===== config.mk =====
export PLATFORM = sky130hd
export DESIGN_NAME = ising_run_ctrl
export DESIGN_NICKNAME = d
export VERILOG_FILES = /design/src/rtl/ising_pkg.sv /design/src/rtl/ising_phase_vote.sv /design/src/rtl/ising_run_ctrl.sv
export SDC_FILE = /design/constraint.sdc
export NUM_CORES = 1
export LEC_CHECK = 0
export ABC_AREA = 0
export CAP_MARGIN = 20
export CORE_ASPECT_RATIO = 1.4
export CORE_MARGIN = 2
export CORE_UTILIZATION = 56
export CTS_CLUSTER_DIAMETER = 80
export DETAILED_ROUTE_END_ITERATION = 16
export GPL_TIMING_DRIVEN = 1
export HOLD_SLACK_MARGIN = 0.03
export PLACE_DENSITY_LB_ADDON = 0.15
export SYNTH_ARGS = -nofsm -noshare
export SYNTH_HDL_FRONTEND = slang
export SYNTH_HIERARCHICAL = 1
export SYNTH_SLANG_ARGS = --single-unit

===== constraint.sdc =====
create_clock -name clk -period 8.6 [get_ports clk]
set_input_delay 1.72 -clock clk [delete_from_list [all_inputs] [get_ports clk]]
set_output_delay 1.72 -clock clk [all_outputs]
set_load 0.01 [all_outputs]

===== src/rtl/ising_pkg.sv =====
// Shared types and constants for the Ising run sequencer.
package ising_pkg;

  typedef enum logic [1:0] {
    ST_IDLE   = 2'd0,
    ST_HOLD   = 2'd1,
    ST_RUN    = 2'd2,
    ST_SAMPLE = 2'd3
  } run_state_e;

  localparam int                     ISING_WBITS  = 3;
  localparam logic [ISING_WBITS-1:0] ISING_W_ZERO = 3'b010;

endpackage


===== src/rtl/ising_phase_vote.sv =====
// Per-oscillator phase vote: 2-flop synchronizer plus a mismatch counter against the
// synchronized reference oscillator. vote reflects the count including the current cycle.
module ising_phase_vote
  import ising_pkg::*;
#(
  parameter int SAMPLE_CYCLES = 64
) (
  input  logic clk,
  input  logic rstn,
  input  logic clr,
  input  logic en,
  input  logic ref_bit,  // "ref" is a reserved word
  input  logic in,
  output logic vote
);

  localparam int             VW   = $clog2(SAMPLE_CYCLES + 1);
  localparam logic [VW-1:0]  HALF = VW'(SAMPLE_CYCLES / 2);

  logic          sync_p0, sync_p1;
  logic [VW-1:0] cnt, cnt_nxt;

  // Stage p0/p1: metastability synchronizer for the raw oscillator output
  always_ff @(posedge clk or negedge rstn) begin
    if (!rstn) begin
      sync_p0 <= 1'b0;
      sync_p1 <= 1'b0;
    end else begin
      sync_p0 <= in;
      sync_p1 <= sync_p0;
    end
  end

  always_comb begin
    cnt_nxt = cnt;
    if (clr)
      cnt_nxt = '0;
    else if (en && (sync_p1 != ref_bit))
      cnt_nxt = cnt + VW'(1);
  end

  always_ff @(posedge clk or negedge rstn) begin
    if (!rstn) cnt <= '0;
    else       cnt <= cnt_nxt;
  end

  // Looks at the next count so the final window cycle is included at the closing edge
  assign vote = (cnt_nxt > HALF);

endmodule


===== src/rtl/ising_run_ctrl.sv =====
// Anneal sequencer for the coupled-oscillator Ising array: weight matrix, hold/run/sample FSM.
// Optional macro ISING_SYMMETRIC_WRITE_EN mirrors each accepted write to (col,row).
module ising_run_ctrl
  import ising_pkg::*;
#(
  parameter int N             = 3,
  parameter int WBITS         = 3,
  parameter int CNT_W         = 16,
  parameter int SAMPLE_CYCLES = 64
) (
  input  logic                                 clk,
  input  logic                                 rstn,
  input  logic                                 cfg_we,
  input  logic [((N > 1) ? $clog2(N) : 1)-1:0] cfg_row,
  input  logic [((N > 1) ? $clog2(N) : 1)-1:0] cfg_col,
  input  logic [WBITS-1:0]                     cfg_wdata,
  output logic                                 cfg_err,
  input  logic                                 start,
  input  logic                                 abort,
  input  logic [CNT_W-1:0]                     hold_cycles,
  input  logic [CNT_W-1:0]                     run_cycles,
  output logic                                 osc_rstn,
  output logic [N*N*WBITS-1:0]                 coupling_weights,
  input  logic [N-1:0]                         osc_out,
  output logic                                 busy,
  output logic                                 done,
  output logic [N-1:0]                         spins
);

  localparam int RW = (N > 1) ? $clog2(N) : 1;
  localparam int SW = $clog2(SAMPLE_CYCLES + 1);
  localparam int CW = (CNT_W > SW) ? CNT_W : SW;

  run_state_e       state, state_nxt;
  logic [CW-1:0]    cnt, cnt_nxt;
  logic [CNT_W-1:0] run_lat;
  logic             done_nxt;
  logic             wr_ok;
  logic             osc0_p0, osc0_p1;
  logic [N-1:0]     vote;
  logic [WBITS-1:0] w [N][N];

  function automatic logic [CNT_W-1:0] hold_min1(input logic [CNT_W-1:0] h);
    return (h == '0) ? CNT_W'(1) : h;
  endfunction

  assign wr_ok = cfg_we && (state == ST_IDLE) &&
                 ({1'b0, cfg_row} < (RW + 1)'(N)) &&
                 ({1'b0, cfg_col} < (RW + 1)'(N));

  // Down counter reloaded at each phase entry; phase ends when it reads 1
  always_comb begin
    state_nxt = state;
    cnt_nxt   = cnt;
    done_nxt  = 1'b0;
    case (state)
      ST_IDLE: begin
        if (start) begin
          state_nxt = ST_HOLD;
          cnt_nxt   = CW'(hold_min1(hold_cycles));
        end
      end
      ST_HOLD: begin
        if (cnt == CW'(1)) begin
          if (run_lat == '0) begin
            state_nxt = ST_SAMPLE;
            cnt_nxt   = CW'(SAMPLE_CYCLES);
          end else begin
            state_nxt = ST_RUN;
            cnt_nxt   = CW'(run_lat);
          end
        end else begin
          cnt_nxt = cnt - CW'(1);
        end
      end
      ST_RUN: begin
        if (cnt == CW'(1)) begin
          state_nxt = ST_SAMPLE;
          cnt_nxt   = CW'(SAMPLE_CYCLES);
        end else begin
          cnt_nxt = cnt - CW'(1);
        end
      end
      ST_SAMPLE: begin
        if (cnt == CW'(1)) begin
          state_nxt = ST_IDLE;
          cnt_nxt   = '0;
          done_nxt  = 1'b1;
        end else begin
          cnt_nxt = cnt - CW'(1);
        end
      end
      default: begin
        state_nxt = ST_IDLE;
        cnt_nxt   = '0;
      end
    endcase
    if (abort && (state != ST_IDLE)) begin
      state_nxt = ST_IDLE;
      cnt_nxt   = '0;
      done_nxt  = 1'b0;
    end
  end

  always_ff @(posedge clk or negedge rstn) begin
    if (!rstn) begin
      state    <= ST_IDLE;
      cnt      <= '0;
      run_lat  <= '0;
      osc_rstn <= 1'b0;
      busy     <= 1'b0;
      done     <= 1'b0;
      cfg_err  <= 1'b0;
      spins    <= '0;
    end else begin
      state    <= state_nxt;
      cnt      <= cnt_nxt;
      osc_rstn <= (state_nxt == ST_RUN) || (state_nxt == ST_SAMPLE);
      busy     <= (state_nxt != ST_IDLE);
      done     <= done_nxt;
      cfg_err  <= cfg_we && !wr_ok;
      if ((state == ST_IDLE) && start) run_lat <= run_cycles;
      if (done_nxt)                    spins   <= vote;
    end
  end

  always_ff @(posedge clk or negedge rstn) begin
    if (!rstn) begin
      for (int i = 0; i < N; i++)
        for (int j = 0; j < N; j++)
          w[i][j] <= WBITS'(ISING_W_ZERO);
    end else if (wr_ok) begin
      w[cfg_row][cfg_col] <= cfg_wdata;
`ifdef ISING_SYMMETRIC_WRITE_EN
      w[cfg_col][cfg_row] <= cfg_wdata;
`endif
    end
  end

  always_comb begin
    coupling_weights = '0;
    for (int i = 0; i < N; i++)
      for (int j = 0; j < N; j++)
        coupling_weights[i*N*WBITS + j*WBITS +: WBITS] = w[i][j];
  end

  // Stage p0/p1: reference oscillator synchronizer, aligned with the per-spin ones
  always_ff @(posedge clk or negedge rstn) begin
    if (!rstn) begin
      osc0_p0 <= 1'b0;
      osc0_p1 <= 1'b0;
    end else begin
      osc0_p0 <= osc_out[0];
      osc0_p1 <= osc0_p0;
    end
  end

  assign vote[0] = 1'b0;

  for (genvar gi = 1; gi < N; gi++) begin : g_vote
    ising_phase_vote #(
      .SAMPLE_CYCLES(SAMPLE_CYCLES)
    ) u_vote (
      .clk    (clk),
      .rstn   (rstn),
      .clr    ((state == ST_IDLE) || abort),
      .en     (state == ST_SAMPLE),
      .ref_bit(osc0_p1),
      .in     (osc_out[gi]),
      .vote   (vote[gi])
    );
  end

endmodule


# [After elaboration in Yosys (flattened, before gate mapping)]
# Index checks and enable logic that the tools add are counted.
[totals] word_cells=92 ff_bits=87 out_inout_bits=34 input_bits=47
[op_classes] n_reduce_logical=18 eq_ne=9 muxes=27 n_addsub=3 bitwise=2 magnitude_cmp=8
[op_table] op="two-way mux 16 bit" count=7
[op_table] op="one-hot mux 16 bit (4 select lines)" count=1
[op_table] op="zero test 16 bit" count=2
[op_table] op="two-way mux 7 bit" count=4
[op_table] op="bitwise mux 27 bit" count=1
[op_table] op="demux 9 bit (select 2 bit)" count=1
[op_table] op="equality test 16 x 1 -> 1 bit, second input constant" count=1
[op_table] op="subtractor 16 x 1 -> 16 bit, second input constant" count=1
[op_table] op="adder 7 x 1 -> 7 bit, second input constant" count=2
[op_table] op="greater-than comparator 7 x 6 -> 1 bit, second input constant" count=2
[op_table] op="logical AND 1 bit" count=10
[op_table] op="two-way mux 2 bit" count=5
[op_table] op="two-way mux 9 bit" count=1
[op_table] op="equality test 2 bit, second input constant" count=4
[op_table] op="one-hot mux 2 bit (4 select lines)" count=1
[op_table] op="demux 3 bit (select 2 bit)" count=1
[op_table] op="greater-or-equal comparator 3 bit, second input constant" count=2
[op_table] op="less-than comparator 3 x 1 -> 1 bit, second input constant" count=2
[op_table] op="inverter 2 -> 3 bit" count=2
[op_table] op="less-than comparator 2 bit, second input constant" count=2
[op_table] op="two-way mux 1 bit" count=4
[op_table] op="nonzero test 2 bit" count=2
[op_table] op="two-way mux 3 bit" count=1
[op_table] op="!= test 3 x 2 -> 1 bit, second input constant" count=1
[op_table] op="5 further kinds" count=7

# [Logic depth before layout (Yosys ltp)]
# Gate-level depths: netlist of run 1.
[logic_depth] word_depth=8 ltp_mapped=10

# [Hierarchy]
# The synthesis of run 1 kept the hierarchy.
[modules_own_cells] module="ising_run_ctrl" area_per_inst_um2=3375.7 seq_area_each_um2=1737.9 n_inst=1 cells_per_inst=288
[modules_own_cells] module="ising_phase_vote" area_per_inst_um2=449.2 seq_area_each_um2=225.2 n_inst=2 cells_per_inst=42

# [Worst setup path after synthesis of run 1]
# No wires, ideal clock.
[synth_path] path_kind="input to register" start="input abort" end="register spins[1]" path_buffers=3 arrival_ns=3.868 stages=10 path_slack_ns=4.605 setup_ns=0.128 cell_sequence="clkbuf_1 nor2_1 inv_2 clkbuf_1 buf_1 nor2b_1 mux2_2 a2111o_1 o2bb2ai_1 mux2_1"
[synth_between] elab_chain_cells=3 elab_cells_between_ends=5 cone_classes="order compare (1); mux (2); reduce/logical (2)"
[synth_lines] item="from (decl)" line="ising_run_ctrl.sv:19" text="input logic abort,"
[synth_lines] item="logical OR 1 bit" line="ising_run_ctrl.sv:166" text=".clr ((state == ST_IDLE) || abort),"
[synth_lines] item="two-way mux 7 bit" line="ising_phase_vote.sv:36" text="if (clr)"
[synth_lines] item="via g_vote[1].u_vote.cnt_nxt[4]" line="ising_phase_vote.sv:21" text="logic [VW-1:0] cnt, cnt_nxt;"
[synth_lines] item="greater-than comparator 7 x 6 -> 1 bit" line="ising_phase_vote.sv:48" text="assign vote = (cnt_nxt > HALF);"
[synth_lines] item="via vote[1]" line="ising_run_ctrl.sv:40" text="logic [N-1:0] vote;"
[synth_lines] item="to (signal assigned)" line="ising_run_ctrl.sv:123" text="if (done_nxt) spins <= vote;"
[synth_lines] item="to (decl)" line="ising_run_ctrl.sv:27" text="output logic [N-1:0] spins"
# The timed path passes the listed nets, and every way through them passes these cells.
# A chain may end at the register's enable or synchronous reset.

# [Worst setup path in the final report of run 1]
[layout_path] start="input abort" end="register spins[2]"
[layout_between] elab_chain_cells=3 elab_cells_between_ends=5 cone_classes="order compare (1); mux (2); reduce/logical (2)"
[layout_lines] item="logical OR 1 bit" line="ising_run_ctrl.sv:166"
[layout_lines] item="two-way mux 7 bit" line="ising_phase_vote.sv:36"
[layout_lines] item="via g_vote[2].u_vote.cnt_nxt[4]" line="ising_phase_vote.sv:21"
[layout_lines] item="greater-than comparator 7 x 6 -> 1 bit" line="ising_phase_vote.sv:48"
[layout_lines] item="via vote[2]" line="ising_run_ctrl.sv:40"
# The timed path passes the listed nets, and every way through them passes these cells.

==> metrics.md, run 1 <==
| Metric | Value |
|---|---|
| First-pass GRT wire length | 16,400 um |
| Cells after synthesis | 372 |
| EDFF count, synth | 0 |
| Avg WL per Cell | 18.2 um |
| Die ar. | 0.00836 sq mm |
| Synthesized cell area | 0.00427 sq mm |
| Lkg Pwr | 2.22 nW |
| Initial drt markers | 264 |
| Synth Warn # | 6 |
| Max FO, Critical Path | 30 |
| Worst hold stages | 0 |
| Num CTS Buffers | 9 |
| R2R Setup Slk | 5.66 ns |
| Antenna-violating nets left | 0 |
| Hold-fix buffers, CTS | 0 |
| Max-cap check violation count | 0 |
| Remaining DRCs | 0 |
| Reg2Reg Capture Point | spins[2]$_DFFE_PN0P_ |
| Tightest Pin Transition | 0.715 ns |
| Post-CTS Setup Repair Bufs | 0 |
| FMAX | 255 MHz |
| Grt ovf | 0 |
| Clk pin slew, worst setup/hold paths | 0.09 ns |
| Via Count | 3,291 |
| Crit start category | input port |
| Reg2reg start | state[1]$_DFF_PN0_ |
| # clock sinks | 87 |
| Final Setup Violations | 0 |
| GRT Util Overall | 25.5% |
| Synth unique cells | 60 |
| H-tree levels | 3 |
| Top_reg_cell synth | dfrtp_1 |
| GP Congestion | 0.960 |
| Longest Clk Path Bufs | 2 |
| CTS resizes | 0 |
| Die Y | 107 um |
| Initial Util | 58.1% |
| Fin Setup TNS | 0 ns |
| Unrepaired setup endpoints after global routing | false |
| Post-detail-place hpwl | 7280 um |
| End of the critical path | spins[2]$_DFFE_PN0P_ |
| Drt first pass iters | 4 |
| Seq cells post-synth | 87 |
| Seq/Total Area, Yosys | 51.2% |
| CP startpoint | abort |
| Worst EP required | 8.85 ns |
| Post-DR vias/cell | 5.95 |
| Asr flop ratio synth | 100% |
| Syn Area/Cell | 11.5 sq um |
| Tmin final | 3.92 ns |
| Dpl cells | 535 |
| Vias in the first global route | 3,454 |
| Pins Over Slew Limit | 0 |
| Outcome | completed |
| Kind of critical path | in -> reg |
| Diodes inserted | 0 |
| Peak VDD IR | 0.148 mV |
| Slew margin rel. | 52.0% |
| Initial antenna violation count | 0 |
| Setup Skew | 0.0123 ns |
| Clock tree root driver cell | clkbuf_8 |
| Fin crit share | 45.6% |
| CTS tree | built |
| Core Footprint | 0.00736 sq mm |
| Largest net degree at the start of global routing | 88 |
| Clock Latency Late Sink | 0.37 ns |
| Min-delay worst type | reg -> reg |
| Die width | 77.8 um |
| Fin cells | 553 |
| Layout area overhead | 25.4% |
| Syn Nets | 423 |
| Power Density | 219 mW/mm^2 |
| Layout cells sized above 1 | 13.4% |
| # nets final | 502 |
| Reg2Reg Depth | 8 |
| PortBufs | 79 |
| Num rows | 37 |
| Critical Path End Type | register |
| Worst Path Arrival | 4.17 ns |
| I/O pin total | 81 |
| Final hold vios | 0 |
| Total Wirelength | 10,000 um |
[kinds of logic after synthesis]
family                   synth area share [%]
flip-flops                               51.2
other                                  0.0877
AO/OA/AOI/OAI                            10.8
AND/OR/NAND/NOR                          18.0
adder cells (fa/ha/maj)                  1.17
multiplexers                             13.1
XOR/XNOR                                 3.43
buffers and inverters                    2.28
[report_power, final]
group | internal [mW] | leakage (nW) | switching [mW]
clock | 0.135 | 0.0956 | 0.151
combinational | 0.172 | 1.04 | 0.150
sequential | 0.491 | 1.08 | 0.0749
[synth_stat cells, types with 2 or more instances]
| cell type | instances | area, sq um |
|---|---|---|
| a21oi_1 | 18 | 90.1 |
| ha_1 | 4 | 50.1 |
| inv_1 | 5 | 18.8 |
| mux2i_1 | 4 | 40.0 |
| buf_2 | 3 | 15.0 |
| o21ai_1 | 4 | 20.0 |
| o2bb2ai_1 | 2 | 17.5 |
| mux2_1 | 33 | 372 |
| nor4_1 | 11 | 68.8 |
| or3_2 | 4 | 30.0 |
| dfrtp_1 | 78 | 1950 |
| nor2b_1 | 2 | 12.5 |
| xnor2_1 | 6 | 52.6 |
| xnor2_2 | 2 | 32.5 |
| buf_4 | 2 | 15.0 |
| nand2b_4 | 2 | 27.5 |
| nor3_1 | 15 | 75.1 |
| buf_1 | 3 | 11.3 |
| a2111o_1 | 2 | 22.5 |
| clkbuf_1 | 5 | 18.8 |
| a211oi_1 | 5 | 37.5 |
| o21ai_0 | 9 | 45.0 |
| inv_2 | 2 | 7.51 |
| nand4_1 | 4 | 25.0 |
| a221oi_1 | 5 | 43.8 |
| nor3b_1 | 5 | 37.5 |
| nor3b_2 | 2 | 25.0 |
| o22ai_1 | 2 | 12.5 |
| and3_1 | 2 | 12.5 |
| or3b_1 | 2 | 17.5 |
| a31oi_1 | 2 | 12.5 |
| a222oi_1 | 3 | 30.0 |
| nand2_1 | 31 | 116 |
| nor2_1 | 24 | 90.1 |
| a221o_1 | 4 | 40.0 |
| nand3_1 | 6 | 30.0 |
| dfstp_2 | 9 | 236 |
| nor4_4 | 4 | 85.1 |
| and4_1 | 3 | 26.3 |
| and3b_1 | 2 | 17.5 |
| xor2_1 | 7 | 61.3 |
| a22oi_1 | 4 | 30.0 |
| mux2_2 | 13 | 146 |
[cells in the final DEF (no fill, tap or decap), types with 3 or more instances in the layout]
master,netlist,final
dfrtp_1,78,78
nand2_1,31,31
a221o_1,4,4
nor4_1,11,11
clkdlybuf4s50_1,0,78
o21ai_0,9,9
a222oi_1,3,3
xor2_1,7,7
clkbuf_8,0,9
o21ai_1,4,4
mux2_2,13,13
nor4_4,4,4
nand4_1,4,4
a221oi_1,5,5
nor2_1,24,24
or3_2,4,4
inv_1,5,5
mux2i_1,4,4
nand3_1,6,6
dfstp_2,9,9
nor3b_1,5,5
a211oi_1,5,5
xnor2_1,6,6
mux2_1,33,33
ha_1,4,4
nor3_1,15,15
a22oi_1,4,4
and4_1,3,3
a21oi_1,18,18
[per-layer routing]
| layer | up-vias | share of wire (%) | GRT usage (%) | wire, um |
|---|---|---|---|---|
| met1 | 1604 | 40 | 30.9 | 3970 |
| met2 | 128 | 51 | 42.0 | 5090 |
| met4 | 0 | 2.2 | 12.1 | 219 |
| met5 | - | 0 | 0 | 0 |
| li1 | 1541 | - | - | - |
| met3 | 18 | 7.5 | 6.96 | 756 |
[critical path, cell delays in order]
cell and delay [ns]:
clkdlybuf4s50_1 0.66, nor2_1 0.17, inv_2 0.41, nor2b_1 0.09, mux2_2 0.29, a2111o_1 0.39, o2bb2ai_1 0.12, mux2_1 0.30
[cell type report]
cell class                 instances  area [sq um]
sequential                        87          2190
fill                             538          2000
multi-input combinational        264          1990
timing repair buffer              82           838
clock buffer                       9           124
tap                               97           121
clock inverter                     7          72.6
inverter                           7          26.3
[worst min-delay path by stage]
stage / endpoint / startpoint / slack [ns]
after floorplan: g_vote[1].u_vote/sync_p1$_DFF_PN0_ / g_vote[1].u_vote/sync_p0$_DFF_PN0_ / 0.33
after global placement: osc0_p1$_DFF_PN0_ / osc0_p0$_DFF_PN0_ / 0.33
after detailed placement: osc0_p1$_DFF_PN0_ / osc0_p0$_DFF_PN0_ / 0.34
after CTS: g_vote[2].u_vote/sync_p1$_DFF_PN0_ / g_vote[2].u_vote/sync_p0$_DFF_PN0_ / 0.36
after global routing: g_vote[2].u_vote/sync_p1$_DFF_PN0_ / g_vote[2].u_vote/sync_p0$_DFF_PN0_ / 0.36
final: g_vote[2].u_vote/sync_p1$_DFF_PN0_ / g_vote[2].u_vote/sync_p0$_DFF_PN0_ / 0.36
[metrics by stage]
| step | setup slack [ns] | hold slack [ns] | total power [mW] | area, sq um | utilization, % |
|---|---|---|---|---|---|
| CTS | 4.71 | 0.360 | 1.18 | 5320 | 72.3 |
| floorplan | 4.60 | 0.331 | 0.735 | 4270 | - |
| finish | 4.68 | 0.355 | 1.17 | 5360 | 72.8 |
| detailed placement | 4.32 | 0.338 | 0.890 | 5130 | 69.7 |
| global placement | 4.40 | 0.334 | 0.879 | 5110 | 69.5 |
| global route | 4.58 | 0.362 | 1.24 | 5360 | 72.8 |
[flip-flops by register name, summed over array words and instances (netlist names)]
register	count
coupling_weights	27
cnt	16
run_lat	16
g_vote.u_vote/cnt	14
g_vote.u_vote/sync_p0	2
g_vote.u_vote/sync_p1	2
spins	2
state	2
busy	1
cfg_err	1
done	1
osc0_p0	1
osc0_p1	1
osc_rstn	1
No activity file was read; power rests on OpenSTA's default activity.
==> inputs of run 2 (changes only) <==
CORE_UTILIZATION = 47   (was 56)
clock period = 3.6 ns   (was 8.6 ns; I/O delays follow)
==> metrics.md, run 2 (synthesis results as in run 1) <==
| Metric | Value |
|---|---|
| CP startpoint | state[1]$_DFF_PN0_ (was abort) |
| CTS resizes | 0 (unchanged) |
| FILL cells | 759 (was 538) |
| GP Congestion | 0.884 (was 0.960) |
| Slew margin rel. | 52.7% (was 52.0%) |
| Remaining DRCs | 0 (unchanged) |
| CP peak stage delay | 0.47 ns (was 0.66 ns) |
| Worst Path Arrival | 3.00 ns (was 4.17 ns) |
| Fin Setup TNS | 0 ns (unchanged) |
| FMAX | 360 MHz |
| CTS tree | built (unchanged) |
| Peak VDD IR | 0.339 mV (was 0.148 mV) |
| Max-cap check violation count | 0 (unchanged) |
| GRT Util Overall | 21.7% (was 25.5%) |
| Num rows | 41 (was 37) |
| Layout area overhead | 27.5% (was 25.4%) |
| Pwr Total | 2.96 mW (was 1.17 mW) |
| # nets final | 504 (was 502) |
| Longest Clk Path Bufs | 2 (unchanged) |
| Initial drt markers | 281 (was 264) |
| Min-delay worst type | in -> async (was reg -> reg) |
| Core Footprint | 0.00893 sq mm (was 0.00736 sq mm) |
| Sw frac | 30.2% (was 32.0%) |
| Post-CTS Setup Repair Bufs | 0 (unchanged) |
| Share of total power in sequential cells | 45.8% (was 48.2%) |
| Die Y | 117 um (was 107 um) |
| Hold-fix buffers, CTS | 0 (unchanged) |
| Most frequent cells in the layout | dfrtp_1 (78), clkdlybuf4s50_1 (78), mux2_1 (33), nand2_1 (31), nor2_1 (24) (unchanged) |
| R2R Setup Slk | 0.82 ns (was 5.66 ns) |
| Post-route cell area | 0.00545 sq mm (was 0.00536 sq mm) |
| Reg2reg start | state[1]$_DFF_PN0_ (unchanged) |
| Initial antenna violation count | 0 (unchanged) |
| Switching power total | 0.895 mW (was 0.376 mW) |
| Clk pin slew, worst setup/hold paths | 0.06 ns (was 0.09 ns) |
| Outcome | completed (unchanged) |
| Die width | 84.6 um (was 77.8 um) |
| Crit start category | register (was input port) |
| Initial Util | 47.9% (was 58.1%) |
| Reg2Reg Depth | 8 (unchanged) |
| Setup Skew | 0.00596 ns (was 0.0123 ns) |
| Diodes inserted | 0 (unchanged) |
| Slowest cell on crit path | dfrtp_1 (was clkdlybuf4s50_1) |
| Unrepaired setup endpoints after global routing | false (unchanged) |
| Util after Layout | 61.1% (was 72.8%) |
| Reg2Reg Capture Point | spins[1]$_DFFE_PN0P_ (was spins[2]$_DFFE_PN0P_) |
| Register Area | 0.00219 sq mm (unchanged) |
| Fin crit share | 77.2% |
| Comb pwr share | 25.7% (was 27.4%) |
| Avg WL per Cell | 17.8 um (was 18.2 um) |
| Dpl cells | 548 (was 535) |
| Post-detail-place hpwl | 7570 um (was 7280 um) |
| Lkg Pwr | 2.26 nW (was 2.22 nW) |
| Footprint of the multi-input gates | 0.00199 sq mm (unchanged) |
| Total Wirelength | 10,100 um (was 10,000 um) |
| Internal power | 2.07 mW (was 0.798 mW) |
| H-tree levels | 3 (unchanged) |
| Clock tree root driver cell | clkbuf_16 (was clkbuf_8) |
| I/O pin total | 81 (unchanged) |
| First-pass GRT wire length | 16,700 um (was 16,400 um) |
| Clock share of power | 28.5% (was 24.4%) |
| Final Setup Violations | 0 (unchanged) |
| Pins Over Slew Limit | 0 (unchanged) |
| Drt first pass iters | 6 (was 4) |
| Critical Path End Type | register (unchanged) |
| End of the critical path | spins[1]$_DFFE_PN0P_ (was spins[2]$_DFFE_PN0P_) |
| Largest net degree at the start of global routing | 88 (unchanged) |
| PortBufs | 79 (unchanged) |
| Antenna-violating nets left | 0 (unchanged) |
| Final hold vios | 0 (unchanged) |
| Grt ovf | 0 (unchanged) |
| Crit path cell chain | inv_2 > nor2_1 > nand2_1 > nor3_1 > mux2_2 > a2111o_1 > o2bb2ai_1 > mux2_1 (was clkdlybuf4s50_1 > nor2_1 > inv_2 > nor2b_1 > mux2_2 > a2111o_1 > o2bb2ai_1 > mux2_1) |
| Via Count | 3,303 (was 3,291) |
| Kind of critical path | reg -> reg (was in -> reg) |
| Fin cells | 565 (was 553) |
| Vias in the first global route | 3,387 (was 3,454) |
| # clock sinks | 87 (unchanged) |
| Max FO, Critical Path | 12 (was 30) |
| Tmin final | 2.78 ns |
| Worst EP required | 3.82 ns (was 8.85 ns) |
| Post-DR vias/cell | 5.85 (was 5.95) |
| Power Density | 544 mW/mm^2 (was 219 mW/mm^2) |
| Die ar. | 0.00988 sq mm (was 0.00836 sq mm) |
| Num CTS Buffers | 9 (unchanged) |
| Placed Area | 0.00515 sq mm (was 0.00513 sq mm) |
| Tightest Pin Transition | 0.704 ns (was 0.715 ns) |
| Clock Latency Late Sink | 0.34 ns (was 0.37 ns) |
| Layout cells sized above 1 | 13.3% (was 13.4%) |
| Max reg flops | 27 (unchanged) |
==> run 2: worst min-delay path by stage <==
stage	startpoint	depth (start not counted)	slack (ns)	endpoint
final	rstn	1	0.34	osc0_p0$_DFF_PN0_
after global routing	osc0_p0$_DFF_PN0_	0	0.36	osc0_p1$_DFF_PN0_
after CTS	g_vote[2].u_vote/sync_p0$_DFF_PN0_	0	0.35	g_vote[2].u_vote/sync_p1$_DFF_PN0_
after detailed placement	g_vote[2].u_vote/sync_p0$_DFF_PN0_	0	0.34	g_vote[2].u_vote/sync_p1$_DFF_PN0_
after global placement	g_vote[2].u_vote/sync_p0$_DFF_PN0_	0	0.34	g_vote[2].u_vote/sync_p1$_DFF_PN0_
after floorplan	g_vote[1].u_vote/sync_p0$_DFF_PN0_	0	0.33	g_vote[1].u_vote/sync_p1$_DFF_PN0_
==> run 2: power by group through the flow <==
stage	sequential, mW	combinational, mW	clock [mW]
5_1_grt	1.38	0.831	0.910
3_5_place_dp	1.37	0.761	0
2_1_floorplan	1.36	0.394	0
4_1_cts	1.36	0.765	0.864
3_3_place_gp	1.37	0.749	0
6_report	1.36	0.763	0.844
==> run 2: cell type report <==
class	instances	area share, %
clock buffers	12	4.52
clock inverters	4	0.413
inverters	7	0.482
multi-input cells	264	36.5
flip-flops and latches	87	40.1
well taps	107	2.46
repair buffers	84	15.5
==> run 2: metrics by stage <==
stage	setup slack, ns	hold WS [ns]
4_1_cts	0.827	0.354
3_3_place_gp	0.563	0.336
3_5_place_dp	0.486	0.341
2_1_floorplan	0.605	0.331
6_report	0.821	0.340
5_1_grt	0.638	0.363
==> run 2: layer usage <==
layer / vias to the layer above / global-route usage (%) / part of all wire, % / wire length [um]
met1: 1625 / 26.1 / 39 / 3970
met2: 114 / 36.3 / 51 / 5160
met3: 28 / 5.33 / 5.5 / 551
li1: 1536 / - / - / -
met4: 0 / 11.1 / 3.9 / 393
met5: - / 0 / 0 / 0
==> run 2: worst max-delay path: cells and delay by family (launching register included) <==
| kind | cells | cell delay (ns) |
|---|---|---|
| AO/OA/AOI/OAI | 2 | 0.52 |
| multiplexers | 2 | 0.68 |
| buffers and inverters | 1 | 0.18 |
| AND/OR/NAND/NOR | 3 | 0.81 |
| flip-flops | 1 | 0.47 |
==> inputs of run 3 (changes only) <==
CORE_UTILIZATION = 52   (was 47)
clock period = 2.75 ns   (was 3.6 ns; I/O delays follow)
==> metrics.md, run 3 (synthesis results as in run 1) <==
| Metric | Value |
|---|---|
| Outcome | completed (unchanged) |
| Initial drt markers | 247 (was 281) |
| Worst Path Arrival | 2.75 ns (was 3.00 ns) |
| Util after Layout | 68.4% (was 61.1%) |
| Avg WL per Cell | 17.5 um (was 17.8 um) |
| Max FO, Critical Path | 7 (was 12) |
| Longest Clk Path Bufs | 2 (unchanged) |
| Slowest cell on crit path | dfrtp_1 (unchanged) |
| Fin crit share | 92.0% (was 77.2%) |
| Hold-fix buffers, CTS | 0 (unchanged) |
| Via Count | 3,310 (was 3,303) |
| R2R Setup Slk | 0.22 ns (was 0.82 ns) |
| Min-delay worst type | in -> async (unchanged) |
| GRT Util Overall | 24.4% (was 21.7%) |
| Vias in the first global route | 3,359 (was 3,387) |
| Initial Util | 53.1% (was 47.9%) |
| CTS tree | built (unchanged) |
| Peak VDD IR | 0.518 mV (was 0.339 mV) |
| # clock sinks | 87 (unchanged) |
| FMAX | 395 MHz (was 360 MHz) |
| Max reg flops | 27 (unchanged) |
| Unrepaired setup endpoints after global routing | false (unchanged) |
| Post-CTS Setup Repair Bufs | 0 (unchanged) |
| Drt first pass iters | 6 (unchanged) |
| Die Y | 111 um (was 117 um) |
| Post-detail-place hpwl | 7480 um (was 7570 um) |
| H-tree levels | 3 (unchanged) |
| Most frequent cells in the layout | dfrtp_1 (78), clkdlybuf4s50_1 (78), mux2_1 (33), nand2_1 (31), nor2_1 (24) (unchanged) |
| Remaining DRCs | 0 (unchanged) |
| Post-DR vias/cell | 5.83 (was 5.85) |
| Crit path cell chain | inv_1 > nor2_1 > nand2_1 > nor3_1 > mux2_2 > a2111o_1 > o2bb2ai_1 > mux2_1 (was inv_2 > nor2_1 > nand2_1 > nor3_1 > mux2_2 > a2111o_1 > o2bb2ai_1 > mux2_1) |
| Kind of critical path | reg -> reg (unchanged) |
| Final Setup Violations | 0 (unchanged) |
| Tightest Pin Transition | 0.666 ns (was 0.704 ns) |
| Lkg Pwr | 2.30 nW (was 2.26 nW) |
| Layout area overhead | 28.8% (was 27.5%) |
| GP Congestion | 0.960 (was 0.884) |
| Clock Latency Late Sink | 0.34 ns (about the same) |
| Antenna-violating nets left | 0 (unchanged) |
| Clock tree root driver cell | clkbuf_16 (unchanged) |
| Max-cap check violation count | 0 (unchanged) |
| Tmin final | 2.53 ns (was 2.78 ns) |
| CTS resizes | 0 (unchanged) |
| Layout cells sized above 1 | 14.4% (was 13.3%) |
| Largest net degree at the start of global routing | 55 (was 88) |
| Fin cells | 568 (was 565) |
| Die width | 80.6 um (was 84.6 um) |
| First-pass GRT wire length | 16,800 um (was 16,700 um) |
| Final hold vios | 0 (unchanged) |
| Dpl cells | 552 (was 548) |
| # nets final | 512 (was 504) |
| Setup Skew | 0.00592 ns (was 0.00596 ns) |
| Placed Area | 0.00522 sq mm (was 0.00515 sq mm) |
| Critical Path End Type | register (unchanged) |
| Die ar. | 0.00897 sq mm (was 0.00988 sq mm) |
| Pins Over Slew Limit | 0 (unchanged) |
| Worst EP required | 2.97 ns (was 3.82 ns) |
| PortBufs | 79 (unchanged) |
| Slew margin rel. | 55.6% (was 52.7%) |
| Total Wirelength | 9960 um (was 10,100 um) |
| Num CTS Buffers | 9 (unchanged) |
| I/O pin total | 81 (unchanged) |
| Grt ovf | 0 (unchanged) |
| CP peak stage delay | 0.43 ns (was 0.47 ns) |
| Post-route cell area | 0.00551 sq mm (was 0.00545 sq mm) |
| Core Footprint | 0.00805 sq mm (was 0.00893 sq mm) |
| Fin Setup TNS | 0 ns (unchanged) |
| Clk pin slew, worst setup/hold paths | 0.06 ns (about the same) |
| Power Density | 722 mW/mm^2 (was 544 mW/mm^2) |
| Initial antenna violation count | 0 (unchanged) |
| Num rows | 39 (was 41) |
| Diodes inserted | 0 (unchanged) |
| Crit start category | register (unchanged) |
==> run 3: cell types whose count changed in the layout (fill, tap and decap cells not counted), sizes merged <==
cell	before	now
buf	6	14
clkbuf	12	14
clkinv	3	1
bufinv	0	1
clkinvlp	1	0
==> run 3: routing by layer <==
layer  GRT usage (%)  vias up  wire length [um]
li1                -     1556                 -
met1            33.1     1628              4160
met2            37.7      106              5040
met3            3.83       20               487
met4            12.0        0               271
met5               0        -                 0
==> run 3: where the power goes <==
| part | internal [mW] | switching [mW] | total [mW] |
|---|---|---|---|
| Clock | 0.728 | 0.466 | 1.19 |
| Combinational | 0.547 | 0.463 | 1.01 |
| Sequential | 1.54 | 0.231 | 1.77 |
==> run 3: final timing paths <==
| kind | startpoint | endpoint | cells past startpoint |
|---|---|---|---|
| max | state[0]$_DFF_PN0_ | spins[1]$_DFFE_PN0P_ | 8 |
| min | rstn | g_vote[2].u_vote/sync_p1$_DFF_PN0_ | 1 |
| max reg2reg | state[0]$_DFF_PN0_ | spins[1]$_DFFE_PN0P_ | 8 |
| min reg2reg | g_vote[1].u_vote/sync_p0$_DFF_PN0_ | g_vote[1].u_vote/sync_p1$_DFF_PN0_ | 0 |
| max in group asynchronous | rstn | coupling_weights[19]$_DFFE_PN1P_ | 2 |
| min in group clk | g_vote[1].u_vote/sync_p0$_DFF_PN0_ | g_vote[1].u_vote/sync_p1$_DFF_PN0_ | 0 |
==> run 3: area by class of cell <==
type,count,area [sq um]
fill,634,2550
sequential,87,2190
multi-input combinational,264,1990
timing repair buffer,92,886
clock buffer,14,254
tap,102,128
clock inverter,2,35.0
inverter,7,26.3
==> run 3: critical path, delay by kind of cell, from the launching register on <==
kind	cells	cell delay [ns]
AOI/OAI and AO/OA	2	0.50
buffers and inverters	1	0.13
DFF	1	0.43
muxes	2	0.67
and+or+nand+nor	3	0.67
==> run 3: per-stage QoR <==
stage | power (mW) | hold slack (ns) | setup WS [ns]
final | 3.98 | 0.238 | 0.220
after CTS | 4.01 | 0.262 | 0.216
after global routing | 4.18 | 0.299 | 0.0517
after global placement | 2.78 | 0.335 | 0.277
after floorplan | 2.30 | 0.254 | 0.0117
after detailed placement | 2.80 | 0.336 | 0.232
